**config.mk**
```make
export PLATFORM = sky130hd
export DESIGN_NAME = compute_src_gcid_tx_flat
export DESIGN_NICKNAME = d
export VERILOG_FILES = /design/src/rtl/compute_src_gcid_tx_pkg.sv /design/src/rtl/compute_src_gcid_tx_if.sv /design/src/rtl/compute_src_gcid_tx_src_gcid_lookup.sv /design/src/rtl/compute_src_gcid_tx.sv /design/src/flat_wrapper.sv
export SDC_FILE = /design/constraint.sdc
export NUM_CORES = 1
export LEC_CHECK = 0
export ABC_AREA = 1
export BUFFER_PORTS_ARGS = -buffer_cell sky130_fd_sc_hd__buf_2
export CORE_MARGIN = 2
export CORE_UTILIZATION = 41
export CTS_CLUSTER_SIZE = 14
export DETAILED_ROUTE_END_ITERATION = 12
export PLACE_DENSITY_LB_ADDON = 0.2
export SLEW_MARGIN = 20
export SYNTH_ARGS = -nofsm -noshare
export SYNTH_HDL_FRONTEND = slang
export SYNTH_HIERARCHICAL = 1
export SYNTH_SLANG_ARGS = --single-unit
```
**constraint.sdc**
```tcl
create_clock -name clk -period 1.5 [get_ports clk]
set_clock_uncertainty 0.2 [all_clocks]
set_input_delay 0.225 -clock clk [delete_from_list [all_inputs] [get_ports clk]]
set_output_delay 0.225 -clock clk [all_outputs]
set_load 0.01 [all_outputs]
```
**src/rtl/compute_src_gcid_tx_pkg.sv**
```systemverilog
// Shared widths, fold geometry and transmit FSM encoding for the
// outbound global-cell-ID tagging path.
package compute_src_gcid_tx_pkg;

    localparam int unsigned GLOBAL_CELL_ID_WIDTH = 3;
    localparam int unsigned CELL_FOLD_ID_WIDTH   = 2;
    localparam int unsigned NUM_CELL_FOLDS       = 2;

    typedef logic [GLOBAL_CELL_ID_WIDTH-1:0] gcid_t;
    typedef logic [CELL_FOLD_ID_WIDTH-1:0]   fold_id_t;

    typedef struct packed {
        gcid_t x;
        gcid_t y;
        gcid_t z;
    } gcid_xyz_t;

    typedef enum logic [1:0] {
        IDLE = 2'd0,
        HDR  = 2'd1,
        BODY = 2'd2
    } tx_state_t;

endpackage

```
**src/rtl/compute_src_gcid_tx_if.sv**
```systemverilog
// Record-in / framed-beat-out handshake bundle for compute_src_gcid_tx.
interface compute_src_gcid_tx_if #(
    parameter int unsigned DATA_WIDTH = 96,
    parameter int unsigned CNT_WIDTH  = 8
) ();
    import compute_src_gcid_tx_pkg::*;

    logic                  i_valid;
    logic                  o_ready;
    fold_id_t              i_fold_id;
    logic [DATA_WIDTH-1:0] i_data;
    logic                  i_last;

    logic                  o_valid;
    logic                  i_ready;
    logic                  o_is_hdr;
    gcid_t                 o_gcid_x;
    gcid_t                 o_gcid_y;
    gcid_t                 o_gcid_z;
    logic [DATA_WIDTH-1:0] o_data;
    logic                  o_last;
    logic [CNT_WIDTH-1:0]  o_burst_cnt;
    logic                  o_fold_err;

    modport master (
        output i_valid, i_fold_id, i_data, i_last, i_ready,
        input  o_ready, o_valid, o_is_hdr, o_gcid_x, o_gcid_y, o_gcid_z,
               o_data, o_last, o_burst_cnt, o_fold_err
    );

    modport slave (
        input  i_valid, i_fold_id, i_data, i_last, i_ready,
        output o_ready, o_valid, o_is_hdr, o_gcid_x, o_gcid_y, o_gcid_z,
               o_data, o_last, o_burst_cnt, o_fold_err
    );

endinterface

```
**src/rtl/compute_src_gcid_tx_src_gcid_lookup.sv**
```systemverilog
// Combinational fold -> global (x,y,z) cell ID lookup with range check;
// out-of-range folds map to (0,0,0).
module src_gcid_lookup
    import compute_src_gcid_tx_pkg::*;
#(
    parameter gcid_t GCELL_X [NUM_CELL_FOLDS] = '{default: '0},
    parameter gcid_t GCELL_Y [NUM_CELL_FOLDS] = '{default: '0},
    parameter gcid_t GCELL_Z [NUM_CELL_FOLDS] = '{default: '0}
) (
    input  fold_id_t  fold_id,
    output gcid_xyz_t gcid,
    output logic      in_range
);

    always_comb begin
        gcid     = '0;
        in_range = 1'b0;
        // Compare-and-select avoids indexing a NUM_CELL_FOLDS array with a wider fold ID
        for (int unsigned i = 0; i < NUM_CELL_FOLDS; i++) begin
            if (32'(fold_id) == i) begin
                gcid.x   = GCELL_X[i];
                gcid.y   = GCELL_Y[i];
                gcid.z   = GCELL_Z[i];
                in_range = 1'b1;
            end
        end
    end

endmodule

```
**src/rtl/compute_src_gcid_tx.sv**
```systemverilog
// Tags a burst of particle records from one local fold with that fold's
// global cell ID and emits header + data beats with a final particle count.
module compute_src_gcid_tx
    import compute_src_gcid_tx_pkg::*;
#(
    parameter gcid_t       GCELL_X [NUM_CELL_FOLDS] = '{default: '0},
    parameter gcid_t       GCELL_Y [NUM_CELL_FOLDS] = '{default: '0},
    parameter gcid_t       GCELL_Z [NUM_CELL_FOLDS] = '{default: '0},
    parameter int unsigned DATA_WIDTH = 96,
    parameter int unsigned CNT_WIDTH  = 8
) (
    input  logic                 clk,
    input  logic                 rst_n,
    compute_src_gcid_tx_if.slave bus
);

    tx_state_t             state_q, state_d;
    logic                  o_valid_q, o_valid_d;
    logic                  o_is_hdr_q, o_is_hdr_d;
    gcid_xyz_t             gcid_q, gcid_d;
    logic [DATA_WIDTH-1:0] o_data_q, o_data_d;
    logic                  o_last_q, o_last_d;
    logic [CNT_WIDTH-1:0]  burst_cnt_q, burst_cnt_d;
    logic                  fold_err_q, fold_err_d;

    gcid_xyz_t lut_gcid;
    logic      lut_in_range;
    logic      slot_free;
    logic      o_ready;

    src_gcid_lookup #(
        .GCELL_X (GCELL_X),
        .GCELL_Y (GCELL_Y),
        .GCELL_Z (GCELL_Z)
    ) u_lookup (
        .fold_id  (bus.i_fold_id),
        .gcid     (lut_gcid),
        .in_range (lut_in_range)
    );

    // gcid_q doubles as the latched fold: it is only written at header load,
    // so later i_fold_id changes within the burst cannot reach the output.
    always_comb begin
        state_d     = state_q;
        o_valid_d   = o_valid_q;
        o_is_hdr_d  = o_is_hdr_q;
        gcid_d      = gcid_q;
        o_data_d    = o_data_q;
        o_last_d    = o_last_q;
        burst_cnt_d = burst_cnt_q;
        fold_err_d  = fold_err_q;

        slot_free = !o_valid_q || bus.i_ready;
        o_ready   = (state_q == BODY) && slot_free;

        if (bus.i_ready) begin
            o_valid_d = 1'b0;
        end

        unique case (state_q)
            IDLE: begin
                if (bus.i_valid && slot_free) begin
                    state_d     = HDR;
                    o_valid_d   = 1'b1;
                    o_is_hdr_d  = 1'b1;
                    gcid_d      = lut_gcid;
                    o_data_d    = '0;
                    o_last_d    = 1'b0;
                    burst_cnt_d = '0;
                    if (!lut_in_range) begin
                        fold_err_d = 1'b1;
                    end
                end
            end
            HDR: begin
                state_d = BODY;
            end
            BODY: begin
                if (bus.i_valid && o_ready) begin
                    o_valid_d   = 1'b1;
                    o_is_hdr_d  = 1'b0;
                    o_data_d    = bus.i_data;
                    o_last_d    = bus.i_last;
                    burst_cnt_d = (burst_cnt_q == '1) ? burst_cnt_q : burst_cnt_q + 1'b1;
                    if (bus.i_last) begin
                        state_d = IDLE;
                    end
                end
            end
            default: begin
                state_d = IDLE;
            end
        endcase
    end

    always_ff @(posedge clk or negedge rst_n) begin
        if (!rst_n) begin
            state_q     <= IDLE;
            o_valid_q   <= 1'b0;
            o_is_hdr_q  <= 1'b0;
            gcid_q      <= '0;
            o_data_q    <= '0;
            o_last_q    <= 1'b0;
            burst_cnt_q <= '0;
            fold_err_q  <= 1'b0;
        end else begin
            state_q     <= state_d;
            o_valid_q   <= o_valid_d;
            o_is_hdr_q  <= o_is_hdr_d;
            gcid_q      <= gcid_d;
            o_data_q    <= o_data_d;
            o_last_q    <= o_last_d;
            burst_cnt_q <= burst_cnt_d;
            fold_err_q  <= fold_err_d;
        end
    end

    assign bus.o_ready     = o_ready;
    assign bus.o_valid     = o_valid_q;
    assign bus.o_is_hdr    = o_is_hdr_q;
    assign bus.o_gcid_x    = gcid_q.x;
    assign bus.o_gcid_y    = gcid_q.y;
    assign bus.o_gcid_z    = gcid_q.z;
    assign bus.o_data      = o_data_q;
    assign bus.o_last      = o_last_q;
    assign bus.o_burst_cnt = burst_cnt_q;
    assign bus.o_fold_err  = fold_err_q;

endmodule

```
**src/flat_wrapper.sv**
```systemverilog
// flat-port wrapper written by rule: the top's interface ports become plain ports
module compute_src_gcid_tx_flat import compute_src_gcid_tx_pkg::*;
#(
    parameter gcid_t       GCELL_X [NUM_CELL_FOLDS] = '{default: '0},
    parameter gcid_t       GCELL_Y [NUM_CELL_FOLDS] = '{default: '0},
    parameter gcid_t       GCELL_Z [NUM_CELL_FOLDS] = '{default: '0},
    parameter int unsigned DATA_WIDTH = 96,
    parameter int unsigned CNT_WIDTH  = 8
)
  (clk, rst_n, bus_i_valid, bus_i_fold_id, bus_i_data, bus_i_last, bus_i_ready, bus_o_ready, bus_o_valid, bus_o_is_hdr, bus_o_gcid_x, bus_o_gcid_y, bus_o_gcid_z, bus_o_data, bus_o_last, bus_o_burst_cnt, bus_o_fold_err);
  compute_src_gcid_tx_if #(.DATA_WIDTH(DATA_WIDTH), .CNT_WIDTH(CNT_WIDTH)) bus_i ();
  input  logic clk;
  input  logic rst_n;
  input wire logic [$bits(bus_i.i_valid)-1:0] bus_i_valid;
  input wire logic [$bits(bus_i.i_fold_id)-1:0] bus_i_fold_id;
  input wire logic [$bits(bus_i.i_data)-1:0] bus_i_data;
  input wire logic [$bits(bus_i.i_last)-1:0] bus_i_last;
  input wire logic [$bits(bus_i.i_ready)-1:0] bus_i_ready;
  output wire logic [$bits(bus_i.o_ready)-1:0] bus_o_ready;
  output wire logic [$bits(bus_i.o_valid)-1:0] bus_o_valid;
  output wire logic [$bits(bus_i.o_is_hdr)-1:0] bus_o_is_hdr;
  output wire logic [$bits(bus_i.o_gcid_x)-1:0] bus_o_gcid_x;
  output wire logic [$bits(bus_i.o_gcid_y)-1:0] bus_o_gcid_y;
  output wire logic [$bits(bus_i.o_gcid_z)-1:0] bus_o_gcid_z;
  output wire logic [$bits(bus_i.o_data)-1:0] bus_o_data;
  output wire logic [$bits(bus_i.o_last)-1:0] bus_o_last;
  output wire logic [$bits(bus_i.o_burst_cnt)-1:0] bus_o_burst_cnt;
  output wire logic [$bits(bus_i.o_fold_err)-1:0] bus_o_fold_err;
  assign bus_i.i_valid = bus_i_valid;
  assign bus_i.i_fold_id = bus_i_fold_id;
  assign bus_i.i_data = bus_i_data;
  assign bus_i.i_last = bus_i_last;
  assign bus_i.i_ready = bus_i_ready;
  assign bus_o_ready = bus_i.o_ready;
  assign bus_o_valid = bus_i.o_valid;
  assign bus_o_is_hdr = bus_i.o_is_hdr;
  assign bus_o_gcid_x = bus_i.o_gcid_x;
  assign bus_o_gcid_y = bus_i.o_gcid_y;
  assign bus_o_gcid_z = bus_i.o_gcid_z;
  assign bus_o_data = bus_i.o_data;
  assign bus_o_last = bus_i.o_last;
  assign bus_o_burst_cnt = bus_i.o_burst_cnt;
  assign bus_o_fold_err = bus_i.o_fold_err;
  compute_src_gcid_tx #(.GCELL_X(GCELL_X), .GCELL_Y(GCELL_Y), .GCELL_Z(GCELL_Z), .DATA_WIDTH(DATA_WIDTH), .CNT_WIDTH(CNT_WIDTH)) u_core (.clk(clk), .rst_n(rst_n), .bus(bus_i));
endmodule
```
Word-level counts from Yosys, hierarchy flattened
Cells that the tools add are included.
{"block": "classes", "add_sub_neg": 1, "bitwise_logic": 1, "reduce_logical": 12, "muxes": 23, "eq_ne": 8}
{"op": "96-bit 2-to-1 mux", "count": 2}
{"op": "96-bit case mux with 2 select lines", "count": 1}
{"op": "8-bit 2-to-1 mux", "count": 3}
{"op": "8-bit case mux with 2 select lines", "count": 1}
{"op": "1-bit 2-to-1 mux", "count": 9}
{"op": "3-bit AND reduction", "count": 3}
{"op": "8-bit by 1-bit adder with 8-bit output, second input constant", "count": 1}
{"op": "8-bit equality test, second input constant", "count": 1}
{"op": "2-bit 2-to-1 mux", "count": 3}
{"op": "2-bit != test, second input constant", "count": 3}
{"op": "1-bit case mux with 2 select lines", "count": 3}
{"op": "2-bit case mux with 3 select lines", "count": 1}
{"op": "2-bit by 1-bit equality test with 1-bit output, second input constant", "count": 2}
{"op": "2-bit logical NOT", "count": 2}
{"op": "4-bit AND reduction", "count": 1}
{"op": "1-bit logical AND", "count": 3}
{"op": "2-bit equality test, second input constant", "count": 1}
{"op": "2-bit by 1-bit != test with 1-bit output, second input constant", "count": 1}
{"op": "2-bit nonzero test", "count": 1}
{"op": "1-bit logical NOT", "count": 1}
{"op": "1-bit logical OR", "count": 1}
{"op": "1-bit NOT", "count": 1}
{"block": "totals", "reg_bits": 110, "wordCells": 52, "output_inout_bits": 118, "inputBits": 103}

Logic depth before layout (Yosys ltp)
Gate-level depths: netlist of run 1.
{"block": "logic_depth", "word_depth": 6, "depth_mapped": 9, "depth_no_buf": 8}

Modules after synthesis
Netlist of run 1, hierarchy kept.
{"mod": "compute_src_gcid_tx", "instances": 1, "cells_each": 336, "area_per_inst_um2": 4406.7}
{"mod": "src_gcid_lookup", "instances": 1, "cells_each": 11, "area_per_inst_um2": 75.1}

Worst setup path after synthesis of run 1
OpenSTA, ideal clock, no wires.
{"block": "synth_timing", "path_type": "flip-flop to flip-flop", "startpoint": "register u_core.o_valid_q, in the netlist u_core/bus.o_valid", "endpoint": "register u_core.o_data_q[48], in the netlist u_core/bus.o_data[48]", "slack_ns": -0.040, "arrival_time_ns": 1.219, "stages_incl_launch_ff": 8, "period_less_slack_ns": 1.540, "cell_sequence": "dfrtp_1 > nand2_2 > nand2_2 > nor2_4 > inv_2 > buf_6 > buf_6 > a22o_1"}
{"block": "synth_via", "elab_chain_len": 6, "word_cells_on_any_way": 8}
{"item": "start: declaration", "line_no": "compute_src_gcid_tx.sv:18", "rtl": "logic o_valid_q, o_valid_d;"}
{"item": "start signal: assignment", "line_no": "compute_src_gcid_tx.sv:108", "rtl": "o_valid_q <= o_valid_d;"}
{"item": "1-bit logical NOT *", "line_no": "compute_src_gcid_tx.sv:53", "rtl": "slot_free = !o_valid_q || bus.i_ready;"}
{"item": "1-bit logical OR *", "line_no": "compute_src_gcid_tx.sv:53"}
{"item": "1-bit logical AND", "line_no": "compute_src_gcid_tx.sv:54", "rtl": "o_ready = (state_q == BODY) && slot_free;"}
{"item": "1-bit logical AND", "line_no": "compute_src_gcid_tx.sv:79", "rtl": "if (bus.i_valid && o_ready) begin"}
{"item": "2-bit != test (no line)"}
{"item": "3-bit AND reduction (no line) *"}
{"item": "end signal: assignment", "line_no": "compute_src_gcid_tx.sv:111", "rtl": "o_data_q <= o_data_d;"}
{"item": "end: declaration", "line_no": "compute_src_gcid_tx.sv:21", "rtl": "logic [DATA_WIDTH-1:0] o_data_q, o_data_d;"}
Every way passes the cells marked *; elsewhere a longest branch is shown, timed or not.
A chain may end at the register's enable or synchronous reset.

Worst setup path after layout of run 1
{"block": "layout_timing", "startpoint": "register u_core.state_q[0]", "endpoint": "register u_core.o_data_q[38], in the netlist u_core/bus.o_data[38]"}
{"block": "layout_via", "elab_chain_len": 5, "word_cells_on_any_way": 9}
{"item": "start: declaration", "line_no": "compute_src_gcid_tx.sv:17", "rtl": "tx_state_t state_q, state_d;"}
{"item": "start signal: assignment", "line_no": "compute_src_gcid_tx.sv:107", "rtl": "state_q <= state_d;"}
{"item": "2-bit equality test", "line_no": "compute_src_gcid_tx.sv:54, compute_src_gcid_tx.sv:60"}
{"item": "1-bit logical AND", "line_no": "compute_src_gcid_tx.sv:54"}
{"item": "1-bit logical AND", "line_no": "compute_src_gcid_tx.sv:79"}
{"item": "2-bit != test (no line)"}
{"item": "3-bit AND reduction (no line)"}
Parallel ways exist; a longest one is shown, timed or not.

==> out/metrics.cfg, run 1 <==
[power_and_ir_drop]
ir_drop_mv=0.897
internal_power_mw=10.3
powerDensity_mw_per_mm2=1740
swShare_pct=31.8
power.switching_mw=4.81
clockPowerShare_pct=28.0
leakage_nw=4.67
seqPwrFrac_pct=32.8
p_comb_share_pct=39.1

[grt]
grt-ovfl-total=0
gr-usage-all-layers_pct=28.4
grt_pass1_wl_mm=24.8
grt_max_degree=90
grt_pass1_vias=4670
grt_antenna_before_repair=0

[place]
gp_congestion=0.789
place_ws_ns=-0.0412
placed_cell_area_mm2=0.00582
dp_hpwl_mm=7.83
portBuffers=219

[route]
routedWlPerCell_um=19.9
via_per_inst=5.14
drc_errors=0
dr.pass1.iters=4
ant_nets=0
num_vias=4679
drt_wl_total_mm=18.1
drt-initial-drc-count=257

[clock_network]
cts_buffers=17
cts_tree=built
root_buffer=clkbuf_8
clkTransAtPathRegs_ns=0.06
clock_latency_ns=0.50
ctsHoldBuffers=99
cts.path.max_buffers=2
htree_levels=4
clock-sinks=119

[setup_path]
crit_path_cell_trace=inv_2 -> nand2_4 -> buf_4 -> buf_6 -> nor2_4 -> buf_12 -> buf_8 -> clkbuf_16 -> a22o_1
crit_slowest_cell=dfrtp_1
crit_required_ns=1.73
crit_arrival_ns=2.05
start_kind=register
max_stage_delay_ns=0.39
end_kind=register
criticalPathCategory=reg2reg
cp_max_fo=8

[floorplan]
core-area_mm2=0.0107
initial_core_util_pct=41.7
die_y_um=109
dieArea_mm2=0.0118
ios=221
num_rows=38
die_w_um=109

[synthesis]
yosysMostFrequentCell=dfrtp_1
synthTopCellsByArea=dfrtp_1 (66%), a22o_1 (19%), nand2_1 (4.8%), buf_2 (1.7%), buf_4 (1.7%)
syn_inst=347
syn_area_per_cell_um2=12.9
synth_warnings=6
ys_types=22
yosysSeqAreaShare_pct=66.4
ys_ff_latch=119
synth_commonest_cells=dfrtp_1 (119), a22o_1 (96), nand2_1 (57), buf_2 (15)
yosysTopAreaCell=dfrtp_1
netlist_area_mm2=0.00448
ys.flop_type=dfrtp_1
async_reset_ff_share_pct=100
synth_top_cell_area_share_pct=66.4
synth-edff-count=0

[final_layout]
fin_nets=862
antenna_cells=0
synthToLayoutAreaGrowth_pct=93.5
postLayoutCellArea_mm2=0.00867
layout-drive-gt1-share_pct=47.5

[sta]
rsz0062_at_grt=yes
min_period_ns=1.82
fmax_ghz=0.550
setup_slack_ns=-0.318
setup-violations-final=124
hold_viol_final=2
drv_slew=0
fin_setup_tns_ns=-28.08
holdWs_ns=-0.122
period_share_pct=121

[run_status]
outcome=finished with violations
violations=negative hold slack, negative setup slack

[hold_path]
hold_path.class=in2reg

[run]
max_cap_viol_count=0

## layout make-up
| cell class | count | area [µm²] |
|---|---|---|
| tap | 140 | 175 |
| timing repair inverter | 1 | 8.76 |
| fill | 579 | 2070 |
| sequential | 119 | 2980 |
| inverter | 13 | 53.8 |
| clock buffer | 20 | 445 |
| clock inverter | 11 | 174 |
| timing repair buffer | 413 | 3480 |
| multi-input combinational | 193 | 1350 |
## per-stage QoR
| step | util (%) | power [mW] | instances |
|---|---|---|---|
| 6_report | 80.7 | 15.1 | 910 |
| 5_1_grt | 80.7 | 15.8 | 910 |
| 4_1_cts | 78.1 | 14.3 | 881 |
| 3_5_place_dp | 54.1 | 8.66 | 704 |
| 3_3_place_gp | 54.1 | 8.59 | 704 |
| 2_1_floorplan | - | 6.85 | 355 |
## power groups by stage
stage / logic (mW) / registers [mW] / clock network, mW
2_1_floorplan: 1.41 / 5.44 / 0
3_3_place_gp: 3.72 / 4.88 / 0
3_5_place_dp: 3.77 / 4.89 / 0
4_1_cts: 5.20 / 4.87 / 4.27
5_1_grt: 6.24 / 5.06 / 4.46
6_report: 5.91 / 4.96 / 4.24
## cells in the final DEF, fill, tap and decap left out, drive strengths merged, types with 2 or more instances in the layout
cell / count
buf: 313
clkinv: 5
clkinvlp: 3
xor2: 3
a21oi: 2
inv: 13
o21ai: 6
conb: 9
dfrtp: 119
nand3: 6
nand2: 60
clkbuf: 21
nor2: 7
bufinv: 4
a22o: 96
o21bai: 2
dlygate4sd3: 99
## worst max-delay path, delay by kind of cell (launching register included)
kind / cells / cell delay [ns]
buf+inv: 6 / 0.75
compound gates: 1 / 0.17
flops: 1 / 0.39
simple gates: 2 / 0.22
## repair_timing
item | 4_1_cts | 5_1_grt
setup buffers | 31 | 30
gates cloned | 16 | 1
gates resized for setup | 67 | 23
pin swaps | 5 | 10
endpoints found under the hold margin | 219 | 2
endpoints found under the setup margin | 114 | 169
## final timing paths
| check | from | depth (start not counted) | end | slack, ns |
|---|---|---|---|---|
| worst min register to register | u_core/bus.o_gcid_z[1]$_DFFE_PN0P_ | 2 | u_core/bus.o_gcid_z[1]$_DFFE_PN0P_ | 0.28 |
| worst max-delay path | u_core/state_q[0]$_DFFE_PN0P_ | 9 | u_core/bus.o_data[38]$_DFFE_PN0P_ | -0.32 |
| worst max register to register | u_core/state_q[0]$_DFFE_PN0P_ | 9 | u_core/bus.o_data[38]$_DFFE_PN0P_ | -0.32 |
| min in group asynchronous | rst_n | 3 | u_core/bus.o_data[28]$_DFFE_PN0P_ | 0.11 |
| worst min-delay path | bus_i_valid | 4 | u_core/state_q[1]$_DFFE_PN0P_ | -0.12 |
| max in group asynchronous | rst_n | 3 | u_core/bus.o_data[74]$_DFFE_PN0P_ | 0.62 |
## kinds of logic after synthesis
| kind of cell | Yosys count | synth area share, % |
|---|---|---|
| xor gates and xnor gates | 3 | 0.586 |
| and+or+nand+nor | 74 | 7.09 |
| adders and majority gates | 1 | 0.279 |
| DFF | 119 | 66.4 |
| AOI/OAI and AO/OA | 106 | 20.0 |
| buffers and inverters | 43 | 5.53 |
| other | 1 | 0.0837 |
## state kept, by name (all words and copies together) (netlist names)
register and count:
u_core/state_q 2, u_core/bus.o_gcid_x 3, u_core/bus.o_last 1, u_core/bus.o_gcid_y 3, u_core/bus.o_data 96, u_core/bus.o_valid 1, u_core/bus.o_is_hdr 1, u_core/bus.o_fold_err 1
u_core/bus.o_gcid_z 3, u_core/bus.o_burst_cnt 8
## metal layers
layer	track usage (%)	part of all wire, %
met1	34.0	37
met2	48.6	51
met3	7.17	7.6
met4	11.9	3.6
met5	0	0
No activity file was read; power rests on OpenSTA's default activity.
==> run 2, diff against run 1 <==
--- a/config.mk
+++ b/config.mk
@@ -8,12 +8,11 @@
 export ABC_AREA = 1
 export BUFFER_PORTS_ARGS = -buffer_cell sky130_fd_sc_hd__buf_2
 export CORE_MARGIN = 2
-export CORE_UTILIZATION = 41
-export CTS_CLUSTER_SIZE = 14
+export CORE_UTILIZATION = 40
+export CTS_CLUSTER_SIZE = 16
 export DETAILED_ROUTE_END_ITERATION = 12
 export PLACE_DENSITY_LB_ADDON = 0.2
 export SLEW_MARGIN = 20
 export SYNTH_ARGS = -nofsm -noshare
 export SYNTH_HDL_FRONTEND = slang
-export SYNTH_HIERARCHICAL = 1
 export SYNTH_SLANG_ARGS = --single-unit
==> run 2 against run 1 <==
Compared with the run above: the run ends with negative setup slack left; area after synthesis down 6.8%; non-clock buffer count down 49; synthesized cell count down 9.8%; fmax up 7.0%; via count down 14%; worst setup slack better by 0.12 ns; register-to-register slack better by 0.13 ns; critical endpoint is now bus_o_ready; largest cell class unchanged.
==> out/metrics.cfg, run 2 <==
[synthesis]
synth_top_family_by_area=compound AO/OA/AOI/OAI gates  ; unchanged
synthSimpleGateAreaFrac_pct=5.12  ; was 7.09%
ys_ff_latch=110  ; was 119
synth.area.mux_share_pct=0  ; unchanged
yosysSeqAreaShare_pct=65.9  ; was 66.4%
synthAdderAreaFrac_pct=0.300  ; was 0.279%
synth-edff-count=0  ; unchanged
synth_top_cell_area_share_pct=65.9  ; was 66.4%
yosysTopAreaCell=dfrtp_1  ; unchanged
synth_warnings=0  ; was 6
netlist_area_mm2=0.00418  ; was 0.00448 mm²
syn_area_per_cell_um2=13.3  ; was 12.9 µm²
synth-xor-area-share_pct=0  ; was 0.586%
yosysMostFrequentCell=dfrtp_1  ; unchanged
ys_types=25  ; was 22
synth_commonest_cells=dfrtp_1 (110), a22o_1 (96), nand2_1 (24), buf_4 (12)  ; was dfrtp_1 (119), a22o_1 (96), nand2_1 (57), buf_2 (15)
ys.flop_type=dfrtp_1  ; unchanged
async_reset_ff_share_pct=100  ; unchanged
syn_inst=313  ; was 347
synth_compound_area_share_pct=22.6  ; was 20.0%
synthTopCellsByArea=dfrtp_1 (66%), a22o_1 (20%), buf_4 (2.2%), nand2_1 (2.2%), buf_2 (1.3%)  ; was dfrtp_1 (66%), a22o_1 (19%), nand2_1 (4.8%), buf_2 (1.7%), buf_4 (1.7%)

[grt]
grt_max_degree=39  ; was 90
grtUsageMet1_pct=29.4  ; was 34.0%
grt_pass1_vias=4131  ; was 4,670
gr-usage-all-layers_pct=24.4  ; was 28.4%
busiest_layer=met2  ; unchanged
grt_antenna_before_repair=0  ; unchanged
grt_use_met3_pct=4.35  ; was 7.17%
grt-ovfl-total=0  ; unchanged
grt_pass1_wl_mm=21.2  ; was 24.8 mm
use_met2_pct=42.4  ; was 48.6%

[setup_path]
r2r_cells=8  ; was 9
timing.rr.start=u_core.state_q[0]$_DFFE_PN0P_  ; was u_core/state_q[0]$_DFFE_PN0P_
r2r-end=u_core.bus.o_data[21]$_DFFE_PN0P_  ; was u_core/bus.o_data[38]$_DFFE_PN0P_
crit_path_cell_trace=nor2_8 -> inv_2 -> buf_6 -> nor2_4 -> buf_6  ; was inv_2 -> nand2_4 -> buf_4 -> buf_6 -> nor2_4 -> buf_12 -> buf_8 -> clkbuf_16 -> a22o_1
critPathTopFamily=flip-flops  ; was buffers and inverters
crit_arrival_ns=1.27  ; was 2.05 ns
crit_slowest_cell=dfrtp_2  ; was dfrtp_1
max_stage_delay_ns=0.45  ; was 0.39 ns
start_kind=register  ; unchanged
crit_required_ns=1.07  ; was 1.73 ns
end_kind=output port  ; was register
path_buf_inv=3  ; was 6
rrSetupSlack_ns=-0.19  ; was -0.32 ns
criticalPathCategory=reg2out  ; was reg2reg
crit_top_cell=buf_6
cp_max_fo=2  ; was 8

[clock_network]
root_buffer=clkbuf_8  ; unchanged
cts_tree=built  ; unchanged
clock-sinks=110  ; was 119
cts.path.max_buffers=2  ; unchanged
cts_buffers=9  ; was 17
htree_levels=3  ; was 4
clkTransAtPathRegs_ns=0.10  ; was 0.06 ns
clock_latency_ns=0.38  ; was 0.50 ns

[sta]
period_share_pct=113  ; was 121%
drv_slew=0  ; unchanged
fin_setup_tns_ns=-13.29  ; was -28.08 ns
setup-violations-final=107  ; was 124
rsz0062_at_grt=yes  ; unchanged
setup_slack_ns=-0.199  ; was -0.318 ns
min_period_ns=1.70  ; was 1.82 ns
fmax_ghz=0.589  ; was 0.550 GHz
hold_viol_final=0  ; was 2

[final_layout]
postLayoutCellArea_mm2=0.00738  ; was 0.00867 mm²
fin_nets=771  ; was 862
fin_util_pct=72.1  ; was 80.7%
layout_common_cells=buf_2 (206), dfrtp_1 (108), dlygate4sd3_1 (99), a22o_1 (96), nand2_1 (22)  ; was buf_2 (203), dfrtp_1 (119), dlygate4sd3_1 (99), a22o_1 (96), nand2_1 (51)
final_common_cell=buf_2  ; unchanged
synthToLayoutAreaGrowth_pct=76.6  ; was 93.5%
antenna_cells=0  ; unchanged
final_cells=808  ; was 910
largest_reg_flops=96  ; unchanged
layout-drive-gt1-share_pct=44.5  ; was 47.5%

[route]
routedWlPerCell_um=17.5  ; was 19.9 µm
drc_errors=0  ; unchanged
via_per_inst=4.99  ; was 5.14
drt-initial-drc-count=175  ; was 257
ant_nets=0  ; unchanged
dr.pass1.iters=4  ; unchanged
drt_wl_total_mm=14.2  ; was 18.1 mm
num_vias=4034  ; was 4,679

[floorplan]
initial_core_util_pct=40.8  ; was 41.7%
die_w_um=106  ; was 109 µm
die_y_um=106  ; was 109 µm
num_rows=37  ; was 38
ios=221  ; unchanged
core-area_mm2=0.0102  ; was 0.0107 mm²
dieArea_mm2=0.0113  ; was 0.0118 mm²

[place]
dp_hpwl_mm=7.49  ; was 7.83 mm
placed_cell_area_mm2=0.00550  ; was 0.00582 mm²
gp_congestion=0.743  ; was 0.789
portBuffers=210  ; was 219
dp.cells=657  ; was 704

[power_and_ir_drop]
power_mw=11.0  ; was 15.1 mW
ir_drop_mv=0.690  ; was 0.897 mV
powerDensity_mw_per_mm2=1490  ; was 1740 mW/mm²
leakage_nw=3.89  ; was 4.67 nW

[run_status]
violations=negative setup slack  ; was negative hold slack, negative setup slack
outcome=finished with violations  ; unchanged

[run]
max_cap_viol_count=0  ; unchanged

[hold_path]
hold_path.class=in2async  ; was in2reg

## run 2: cell count changes after synthesis, sizes merged, moves of 2 or more
cell / change
dfrtp: -9
xor2: -3
nand3: +4
nand2: -35
o21ai: +7
a21oi: -2
## run 2: area by class of cell
cell class,instances,area [µm²]
Tap cell,136,170
Multi-Input combinational cell,169,1270
Timing Repair Buffer,364,2900
Clock buffer,10,138
Clock inverter,6,85.1
Fill cell,707,2850
Sequential cell,110,2760
Inverter,13,56.3
## run 2: how the worst max path moves through the flow
stage,startpoint,to,slack (ns),depth (start not counted)
final,u_core.state_q[0]$_DFFE_PN0P_,bus_o_ready,-0.20,5
after floorplan,u_core.bus.o_burst_cnt[1]$_DFFE_PN0P_,u_core.bus.o_burst_cnt[2]$_DFFE_PN0P_,-0.003,8
after detailed placement,u_core.state_q[0]$_DFFE_PN0P_,u_core.bus.o_data[22]$_DFFE_PN0P_,-0.02,5
after global routing,u_core.state_q[0]$_DFFE_PN0P_,bus_o_ready,-0.28,5
after CTS,u_core.state_q[0]$_DFFE_PN0P_,bus_o_ready,-0.23,5
after global placement,u_core.state_q[0]$_DFFE_PN0P_,u_core.bus.o_data[20]$_DFFE_PN0P_,0.01,5
## run 2: metrics by stage
stage	setup WS, ns	hold WS, ns
2_1_floorplan	-0.00289	-0.271
3_3_place_gp	0.0123	-0.00493
3_5_place_dp	-0.0184	-0.00462
4_1_cts	-0.230	0.114
5_1_grt	-0.279	0.124
6_report	-0.199	0.119
## run 2: report_power, final
part / total [mW] / switching, mW / leakage (nW) / internal, mW
Sequential: 4.44 / 0.537 / 1.46 / 3.90
Clock: 2.00 / 1.02 / 0.108 / 0.981
Combinational: 4.53 / 2.09 / 2.32 / 2.44
## run 2: what timing repair did
item	in CTS	in global routing
pin swaps	4	11
endpoints found under the setup margin	70	112
cloned	10	6
hold buffers	100	0
buffers inserted	16	8
gates resized for setup	27	23
hold endpoints to repair	210	0
## run 2: cells by family (layout without fill, tap and decap cells)
family          count (synthesis)  count (layout)
buf+inv                        43             393
fa+ha+maj                       1               1
flops                         110             110
simple gates                   44              45
compound gates                114             114
other cells                     1               9
## run 2: per-layer routing
metal	wire (µm)	vias to the layer above
li1	-	1844
met1	5630	1995
met2	7410	168
met3	721	27
met4	415	0
met5	0	-
==> run 3, diff against run 2 <==
==> constraint.sdc (replaced) <==
create_clock -name clk -period 1.5 [get_ports clk]
set_clock_uncertainty 0.2 [all_clocks]
set_input_delay 0.15 -clock clk [delete_from_list [all_inputs] [get_ports clk]]
set_output_delay 0.15 -clock clk [all_outputs]
set_load 0.01 [all_outputs]
==> run 3 against run 2 <==
Compared with the run above: die area stayed put; worst hold slack worse by 0.081 ns; worst setup slack better by 0.067 ns; final area is 4.7% lower; clock power is 8% lower; critical path type is now reg2reg; largest cell class is now registers; the run still ends with negative setup slack left; global-route usage is 1.6 points lower.
==> out/metrics.cfg, run 3 (synthesis gave the netlist of run 2 again) <==
[run_status]
outcome=finished with violations  ; unchanged
violations=negative setup slack  ; unchanged

[place]
portBuffers=210  ; unchanged
gp_congestion=0.735  ; was 0.743
dp_hpwl_mm=7.32  ; was 7.49 mm

[sta]
hold_viol_final=0  ; unchanged
rsz0062_at_grt=yes  ; unchanged
holdWs_ns=0.0375  ; was 0.119 ns
fmax_ghz=0.613  ; was 0.589 GHz
period_share_pct=109  ; was 113%
setup_slack_ns=-0.132  ; was -0.199 ns
setup-violations-final=106  ; was 107
drv_slew=0  ; unchanged
min_period_ns=1.63  ; was 1.70 ns

[clock_network]
cts_buffers=9  ; unchanged
clock_latency_ns=0.38  ; about the same
clkTransAtPathRegs_ns=0.11  ; was 0.10 ns
cts.path.max_buffers=2  ; unchanged
clock-sinks=110  ; unchanged
htree_levels=3  ; unchanged
root_buffer=clkbuf_8  ; unchanged
cts_tree=built  ; unchanged

[setup_path]
max_stage_delay_ns=0.46  ; was 0.45 ns
crit_path_cell_trace=buf_4 -> inv_2 -> nand3_4 -> buf_12 -> buf_16 -> a22o_1  ; was nor2_8 -> inv_2 -> buf_6 -> nor2_4 -> buf_6
timing.rr.start=u_core.state_q[0]$_DFFE_PN0P_  ; unchanged
criticalPathCategory=reg2reg  ; was reg2out
start_kind=register  ; unchanged
crit_slowest_cell=dfrtp_2  ; unchanged
r2r-end=u_core.bus.o_data[55]$_DFFE_PN0P_  ; was u_core.bus.o_data[21]$_DFFE_PN0P_
rrSetupSlack_ns=-0.13  ; was -0.19 ns
cp_max_fo=19  ; was 2
end_kind=register  ; was output port
r2r_cells=6  ; was 8
crit_required_ns=1.56  ; was 1.07 ns
crit_arrival_ns=1.69  ; was 1.27 ns

[route]
drc_errors=0  ; unchanged
drt_wl_total_mm=12.8  ; was 14.2 mm
via_per_inst=4.89  ; was 4.99
dr.pass1.iters=4  ; unchanged
num_vias=3857  ; was 4,034
drt-initial-drc-count=199  ; was 175
routedWlPerCell_um=16.2  ; was 17.5 µm
ant_nets=0  ; unchanged

[power_and_ir_drop]
ir_drop_mv=0.955  ; was 0.690 mV
leakage_nw=3.72  ; was 3.89 nW
powerDensity_mw_per_mm2=1480  ; was 1490 mW/mm²

[grt]
grt_pass1_wl_mm=19.9  ; was 21.2 mm
gr-usage-all-layers_pct=22.8  ; was 24.4%
grt_antenna_before_repair=0  ; unchanged
grt-ovfl-total=0  ; unchanged
grt_pass1_vias=3943  ; was 4,131
grt_max_degree=44  ; was 39

[final_layout]
layout-drive-gt1-share_pct=42.4  ; was 44.5%
synthToLayoutAreaGrowth_pct=68.2  ; was 76.6%
fin_nets=752  ; was 771
multi_input_area_mm2=0.00124  ; was 0.00127 mm²
fin_util_pct=68.7  ; was 72.1%
final_common_cell=buf_2  ; unchanged
seq_area_mm2=0.00275  ; was 0.00276 mm²
layout_common_cells=buf_2 (208), dfrtp_1 (109), dlygate4sd3_1 (101), a22o_1 (96), nand2_1 (21)  ; was buf_2 (206), dfrtp_1 (108), dlygate4sd3_1 (99), a22o_1 (96), nand2_1 (22)
fill_cells=732  ; was 707
antenna_cells=0  ; unchanged
largest_reg_flops=96  ; unchanged

[floorplan]
dieArea_mm2=0.0113  ; unchanged
num_rows=37  ; unchanged
die_y_um=106  ; unchanged
core-area_mm2=0.0102  ; unchanged
die_w_um=106  ; unchanged
initial_core_util_pct=40.8  ; unchanged
ios=221  ; unchanged

[hold_path]
min_to=u_core.state_q[0]$_DFFE_PN0P_
hold_path_depth=4
min_from=bus_i_valid
hold_path.class=in2reg  ; was in2async

[run]
max_cap_viol_count=0  ; unchanged

==> run 3: where the power goes <==
| part | total [mW] | leakage [nW] | internal, mW | switching (mW) |
|---|---|---|---|---|
| sequential | 4.43 | 1.46 | 3.90 | 0.534 |
| combinational | 4.11 | 2.16 | 2.18 | 1.93 |
| clock | 1.84 | 0.0964 | 0.790 | 1.05 |
==> run 3: layout make-up <==
class	instances	area share, %
Tap cell	136	2.42
Clock inverter	7	1.14
Clock buffer	9	1.76
Multi-Input combinational cell	169	17.7
Inverter	13	0.766
Sequential cell	110	39.2
Timing Repair Buffer	345	37.0
==> run 3: worst max-delay path, delay by kind of cell (launching register included) <==
family | cells | cell delay, ns
compound gates | 1 | 0.22
buf+inv | 4 | 0.54
flops | 1 | 0.46
simple gates | 1 | 0.09
==> run 3: how the worst max path moves through the flow <==
stage                                            endpoint                                   from  cells past startpoint
finish                  u_core.bus.o_data[55]$_DFFE_PN0P_          u_core.state_q[0]$_DFFE_PN0P_                      6
CTS                                           bus_o_ready          u_core.state_q[1]$_DFFE_PN0P_                      6
floorplan           u_core.bus.o_burst_cnt[2]$_DFFE_PN0P_  u_core.bus.o_burst_cnt[1]$_DFFE_PN0P_                      8
detailed placement      u_core.bus.o_data[75]$_DFFE_PN0P_          u_core.state_q[0]$_DFFE_PN0P_                      5
global route                                  bus_o_ready          u_core.state_q[1]$_DFFE_PN0P_                      6
global placement        u_core.bus.o_data[82]$_DFFE_PN0P_          u_core.state_q[0]$_DFFE_PN0P_                      5
==> run 3: what timing repair did <==
| item | 4_1_cts | 5_1_grt |
|---|---|---|
| hold buffers | 101 | 0 |
| endpoints found under the setup margin | 89 | 123 |
| gates resized for setup | 19 | 10 |
| setup buffers | 7 | 1 |
| pin swaps | 5 | 2 |
| cloned | 5 | 1 |
| endpoints found under the hold margin | 210 | 0 |
==> run 3: metal layers <==
layer	vias to the layer above	global-route usage [%]	share of wire [%]
met4	0	10.7	2.9
met5	-	0	0
li1	1805	-	-
met2	142	40.0	52
met3	28	4.05	4.8
met1	1882	27.0	40
==> run 3: stage by stage <==
step                instances  total power, mW  setup slack (ns)  TNS (ns)  cell area (µm²)
CTS                       787             10.3            -0.175     -7.37             6970
finish                    789             10.4            -0.132     -9.96             7030
global route              789             11.0            -0.192    -15.08             7030
floorplan                 321             6.29          -0.00289  -0.00384             4220
detailed placement        658             7.89           -0.0296    -0.365             5490
global placement          658             7.80           0.00450         0             5490
